File: src/rtl/dsp_mac_sequencer.sv
// -----------------------------------------------------------------------------
// dsp_mac_sequencer
//
// Control sequencer for a DSP48A1-style multiply-accumulate slice computing an
// N-term dot product.  The block carries no data: operands go straight from
// the upstream source to the slice A/B pins.  This block only generates the
// slice clock enables, OPMODE and P-register reset, so that P holds sum(A*B)
// when result_valid rises.
//
// Slice configuration assumed: AREG = BREG = 1, MREG = 1, PREG = 1,
// OPMODEREG = 0 (opmode is consumed combinationally in the same cycle as cep).
//
// Handshake: an operand beat transfers in a cycle where in_valid & in_ready
// are both 1.  in_ready is high only in RUN and is forced low in any cycle
// where abort is high.  The result is offered with result_valid (held while in
// DONE) and is consumed in the cycle where result_valid & result_ready are 1.
//
// Ports:
//   clk           rising-edge clock
//   rst_aSYNC     asynchronous, active-high reset
//   start, len    job request and length in beats (sampled only in IDLE)
//   abort         cancel the current job (ignored in IDLE)
//   in_valid      upstream operand pair valid on slice A/B pins
//   in_ready      beat accepted when in_valid & in_ready
//   result_ready  consumer acknowledge of the result
//   cea, ceb      slice A/B register enables
//   cem           slice M register enable
//   cep           slice P register enable
//   rst_p         slice P register reset, one-cycle pulse after an abort
//   opmode        slice OPMODE: 8'h01 = M (first product), 8'h09 = P + M
//   busy          state is not IDLE
//   result_valid  P holds the final sum
//   beats_left    beats still to accept in the current job
//   state_dbg     current FSM state (0 IDLE, 1 RUN, 2 DRAIN, 3 DONE)
// -----------------------------------------------------------------------------
module dsp_mac_sequencer #(
    parameter int LEN_WIDTH = 8
) (
    input  logic                 clk,
    input  logic                 rst_aSYNC,
    input  logic                 start,
    input  logic [LEN_WIDTH-1:0] len,
    input  logic                 abort,
    input  logic                 in_valid,
    output logic                 in_ready,
    input  logic                 result_ready,
    output logic                 cea,
    output logic                 ceb,
    output logic                 cem,
    output logic                 cep,
    output logic                 rst_p,
    output logic [7:0]           opmode,
    output logic                 busy,
    output logic                 result_valid,
    output logic [LEN_WIDTH-1:0] beats_left,
    output logic [1:0]           state_dbg
);

    typedef enum logic [1:0] {
        S_IDLE  = 2'd0,
        S_RUN   = 2'd1,
        S_DRAIN = 2'd2,
        S_DONE  = 2'd3
    } state_t;

    localparam logic [7:0] OPMODE_M      = 8'h01;  // Z = 0, X = M
    localparam logic [7:0] OPMODE_P_PLUS = 8'h09;  // Z = P, X = M

    state_t state;

    // Pipeline tracker: v1/f1 mirror the beat sitting in the A/B registers
    // (about to be multiplied), v2/f2 the product sitting in the M register
    // (about to be accumulated).  f marks the first beat of the job.
    logic v1;
    logic v2;
    logic f1;
    logic f2;

    // Set on job load, cleared when the first beat is accepted.
    logic first_pending;

    logic accept;
    logic abort_hit;

    // abort blocks acceptance combinationally so an abort-cycle beat never
    // enters the slice.
    assign in_ready  = (state == S_RUN) && !abort;
    assign accept    = in_valid && in_ready;
    assign abort_hit = abort && (state != S_IDLE);

    assign cea = accept;
    assign ceb = accept;
    assign cem = v1;
    assign cep = v2;

    // The first product overwrites P, so no clear is needed between jobs.
    assign opmode = (v2 && f2) ? OPMODE_M : OPMODE_P_PLUS;

    assign state_dbg = state;

    always_ff @(posedge clk or posedge rst_aSYNC) begin
        if (rst_aSYNC) begin
            state         <= S_IDLE;
            busy          <= 1'b0;
            result_valid  <= 1'b0;
            rst_p         <= 1'b0;
            beats_left    <= '0;
            first_pending <= 1'b0;
            v1            <= 1'b0;
            v2            <= 1'b0;
            f1            <= 1'b0;
            f2            <= 1'b0;
        end else begin
            rst_p <= 1'b0;

            // Tracker advances every cycle; it only fills while in RUN.
            v1 <= accept;
            f1 <= accept && first_pending;
            v2 <= v1;
            f2 <= f1;

            if (abort_hit) begin
                // Abort wins over everything else this cycle: drop the job,
                // flush in-flight beats and clear P on the next cycle.
                state         <= S_IDLE;
                busy          <= 1'b0;
                result_valid  <= 1'b0;
                rst_p         <= 1'b1;
                beats_left    <= '0;
                first_pending <= 1'b0;
                v1            <= 1'b0;
                v2            <= 1'b0;
                f1            <= 1'b0;
                f2            <= 1'b0;
            end else begin
                case (state)
                    S_IDLE: begin
                        if (start && (len != '0) && !abort) begin
                            state         <= S_RUN;
                            busy          <= 1'b1;
                            beats_left    <= len;
                            first_pending <= 1'b1;
                        end
                    end

                    S_RUN: begin
                        if (accept) begin
                            beats_left    <= beats_left - LEN_WIDTH'(1);
                            first_pending <= 1'b0;
                            if (beats_left == LEN_WIDTH'(1)) begin
                                state <= S_DRAIN;
                            end
                        end
                    end

                    S_DRAIN: begin
                        // No new beats enter in DRAIN, so once v1 is empty the
                        // tracker is empty after this edge; the last product
                        // lands in P at this same edge.
                        if (!v1) begin
                            state        <= S_DONE;
                            result_valid <= 1'b1;
                        end
                    end

                    S_DONE: begin
                        if (result_ready) begin
                            state        <= S_IDLE;
                            busy         <= 1'b0;
                            result_valid <= 1'b0;
                        end
                    end

                    default: begin
                        state        <= S_IDLE;
                        busy         <= 1'b0;
                        result_valid <= 1'b0;
                    end
                endcase
            end
        end
    end

endmodule

File: config.mk
export PLATFORM = sky130hd
export DESIGN_NAME = dsp_mac_sequencer
export DESIGN_NICKNAME = d
export VERILOG_FILES = /design/src/rtl/dsp_mac_sequencer.sv
export SDC_FILE = /design/constraint.sdc
export NUM_CORES = 1
export LEC_CHECK = 0
export ABC_AREA = 1
export CAP_MARGIN = 5
export CORE_MARGIN = 2
export CORE_UTILIZATION = 40
export CTS_CLUSTER_DIAMETER = 100
export DETAILED_ROUTE_END_ITERATION = 10
export HOLD_SLACK_MARGIN = 0.03
export MAX_ROUTING_LAYER = met4
export PLACE_DENSITY = 0.67
export RECOVER_POWER = 100
export SLEW_MARGIN = 20
export SYNTH_ARGS = -nofsm -noshare
export SYNTH_HDL_FRONTEND = slang
export SYNTH_SLANG_ARGS = --single-unit
File: constraint.sdc
create_clock -name clk -period 2.8 [get_ports clk]
set_input_delay 0.7 -clock clk [delete_from_list [all_inputs] [get_ports clk]]
set_output_delay 0.7 -clock clk [all_outputs]
set_load 0.03 [all_outputs]
==> out/qor.csv <==
stage,metric,value,unit
die,site row count,20,
cells_and_area,Area Growth Syn to Fin,22.7,%
timing,Final Slew Violations,0,
global_route,total global routing overflow,0,
timing,Final Hold Fails,0,
timing,worst setup margin,213,ps
timing,worst rel slew slack,53.1,%
cts,CTS H-tree depth,1,
cts,post-CTS setup buffer count,0,
hold_path,Hold Path Class,reg2reg,
synthesis,synthesized area,0.00125,mm²
timing,Hold WS,471,ps
placed_design,Final GP Congestion,0.871,
timing,Worst Tran Pin Value,702,ps
setup_path,worst setup path start,abort,
synthesis,post-synth top area cell,dfrtp_1,
routing,Antenna Violating Nets Remaining,0,
global_route,first-pass GRT wire length,4510,µm
die,die span in y,60.0,µm
timing,fin crit share,92.4,%
timing,Final Setup Violations,0,
cts,cts hold-fix bufs,0,
cts,worst skew pair latency,310,ps
routing,TritonRoute pass-1 iters,7,
power,leak pwr,0.829,nW
cts,CTS Buf Count,3,
setup_path,CP endpoint kind,output pin,
synthesis,synth unique cells,26,
setup_path,slowest CP cell,dlygate4sd3_1,
global_route,gr usage total,17.7,%
timing,fin crit period,2590,ps
synthesis,post-synthesis register bit count,18,
setup_path,reg-to-reg setup timing slack,360,ps
cells_and_area,Layout Nets,228,
routing,Residual DRC,2,
routing,DR WL/cell,11.6,µm
power,worst vdd ir,0.412,mV
cells_and_area,n_diodes,0,
setup_path,CP Class,in2out,
synthesis,"top cells by area, synth","dfrtp_1 (36%), nand2_1 (16%), ha_1 (6.0%)",
cts,Resized cells post-CTS,0,
placed_design,half-perimeter wire length after placement,2140,µm
cts,Clock Path Buffers,2,
setup_path,worst reg2reg path startpoint,state_dbg[1],
cts,Root Buffer,clkbuf_4,
setup_path,CP Max Fanout,6,
synthesis,Yosys warning count,0,
routing,via count,1149,
timing,maximum clock frequency,386,MHz
cells_and_area,share of cells above drive strength 1,7.28,%
routing,Initial DRC Count,71,
cells_and_area,final core occ,51.2,%
global_route,vias in the first global route,1000,
hold_path,Worst Min Path Start,f1,
setup_path,Crit path required time,2100,ps
setup_path,CP cell instances,dlygate4sd3_1 > inv_2 > and3_1 > clkbuf_2,
outcome,violated checks,DRC,
synthesis,Yosys top cell area share,36.0,%
timing,setup_tns,0,ps
cells_and_area,# fillers,316,
cts,"CTS clk-pin slew, worst paths",100,ps
setup_path,CP Launch Type,input pin,
global_route,initial antenna violation count,0,
die,IO Count,40,
die,Starting Density,41.7,%
setup_path,Critical Path AT,1890,ps
routing,final wirelength,2770,µm
synthesis,post-synthesis cell count,175,
job,# Max-Cap Violations,0,
synthesis,sequential element share of the synthesized area,36.0,%
routing,Avg Vias per Cell,4.81,
placed_design,PortBufs,32,
die,die area,0.00359,mm²
global_route,largest net degree at the start of global routing,19,
setup_path,"slowest stage delay, CP",620,ps
power,P per Cell Area,1100,mW/mm²
power,total power,1.70,mW
timing,RSZ-0062 raised after global routing,false,
cts,CTS sink cnt,18,
placed_design,Place WS,406,ps
cts,CTS tree,built,
timing,clk_skew,12.4,ps
outcome,status,"complete, but fails checks",
die,chip width,60.0,µm
die,CORE AREA,0.00300,mm²
synthesis,Mean Syn Cell Area,7.16,µm²
cells in the mapped netlist, drive strengths merged:
library cell	n
and2	1
and3	3
xnor2	1
o21ai	10
inv	21
or2	1
dfrtp	18
clkinv	1
nand2	59
ha	6
conb	2
buf	10
o21bai	2
o211ai	1
nor2	23
nand4	4
nand3	12
path summary, 6_finish.rpt:
check,to,cells past startpoint
min in group asynchronous,beats_left[5],2
min,f2,2
max in group asynchronous,state_dbg[1],2
min reg2reg,f2,2
max,ceb,4
max reg2reg,beats_left[4],9
flip-flops by register name, indices dropped and copies added (netlist names):
name           count
f2                 1
cep                1
rst_p              1
state_dbg          2
first_pending      1
result_valid       1
f1                 1
busy               1
beats_left         8
cem                1
area by class of cell:
| type | instances | area (µm²) | area share, % |
|---|---|---|---|
| multi-input cells | 130 | 624 | 40.6 |
| flip-flops and latches | 18 | 450 | 29.3 |
| repair buffers | 33 | 315 | 20.5 |
| inverters | 22 | 82.6 | 5.37 |
| well taps | 33 | 41.3 | 2.69 |
| clock buffers | 3 | 22.5 | 1.47 |
routing by layer:
| layer | track usage [%] | vias to the layer above | share of wire [%] |
|---|---|---|---|
| met5 | - | - | 0 |
| met4 | 9.52 | 0 | 2.2 |
| met3 | 2.16 | 4 | 4.2 |
| met2 | 25.9 | 35 | 47 |
| met1 | 23.7 | 521 | 47 |
| li1 | - | 589 | - |
layout by cell type (no fill, tap or decap), drive strengths merged, types with 2 or more instances in the layout:
master | Yosys | routed
nor2 | 23 | 23
nand4 | 4 | 4
ha | 6 | 6
clkdlybuf4s50 | 0 | 11
nand3 | 12 | 12
conb | 2 | 7
dfrtp | 18 | 18
o21ai | 10 | 10
nand2 | 59 | 59
inv | 21 | 21
and3 | 3 | 3
clkbuf | 0 | 5
o21bai | 2 | 2
buf | 10 | 2
dlygate4sd3 | 0 | 18
metrics by stage:
step	area (µm²)	instances
after global routing	1540	239
final	1540	239
after detailed placement	1550	236
after global placement	1550	236
after floorplan	1270	180
after CTS	1570	239
critical path: cells and delay by family:
family | cells | cell delay, ps
AND/OR/NAND/NOR | 1 | 240
buffers and inverters | 3 | 950
cells by family (layout without fill, tap and decap cells):
| group | Yosys count | count (layout) | share of synthesized area [%] |
|---|---|---|---|
| flip-flops | 18 | 18 | 36.0 |
| XOR/XNOR | 1 | 1 | 0.699 |
| AO/OA/AOI/OAI | 13 | 13 | 6.69 |
| AND/OR/NAND/NOR | 103 | 103 | 36.9 |
| adder cells (fa/ha/maj) | 6 | 6 | 5.99 |
| buffers and inverters | 32 | 58 | 13.2 |
| other | 2 | 7 | 0.600 |
power by group:
group	switching, mW	internal [mW]	leakage, nW
clock	0.0861	0.0502	0.0138
sequential	0.104	0.360	0.232
combinational	0.708	0.388	0.584
Power figures use the tool's default switching activity.
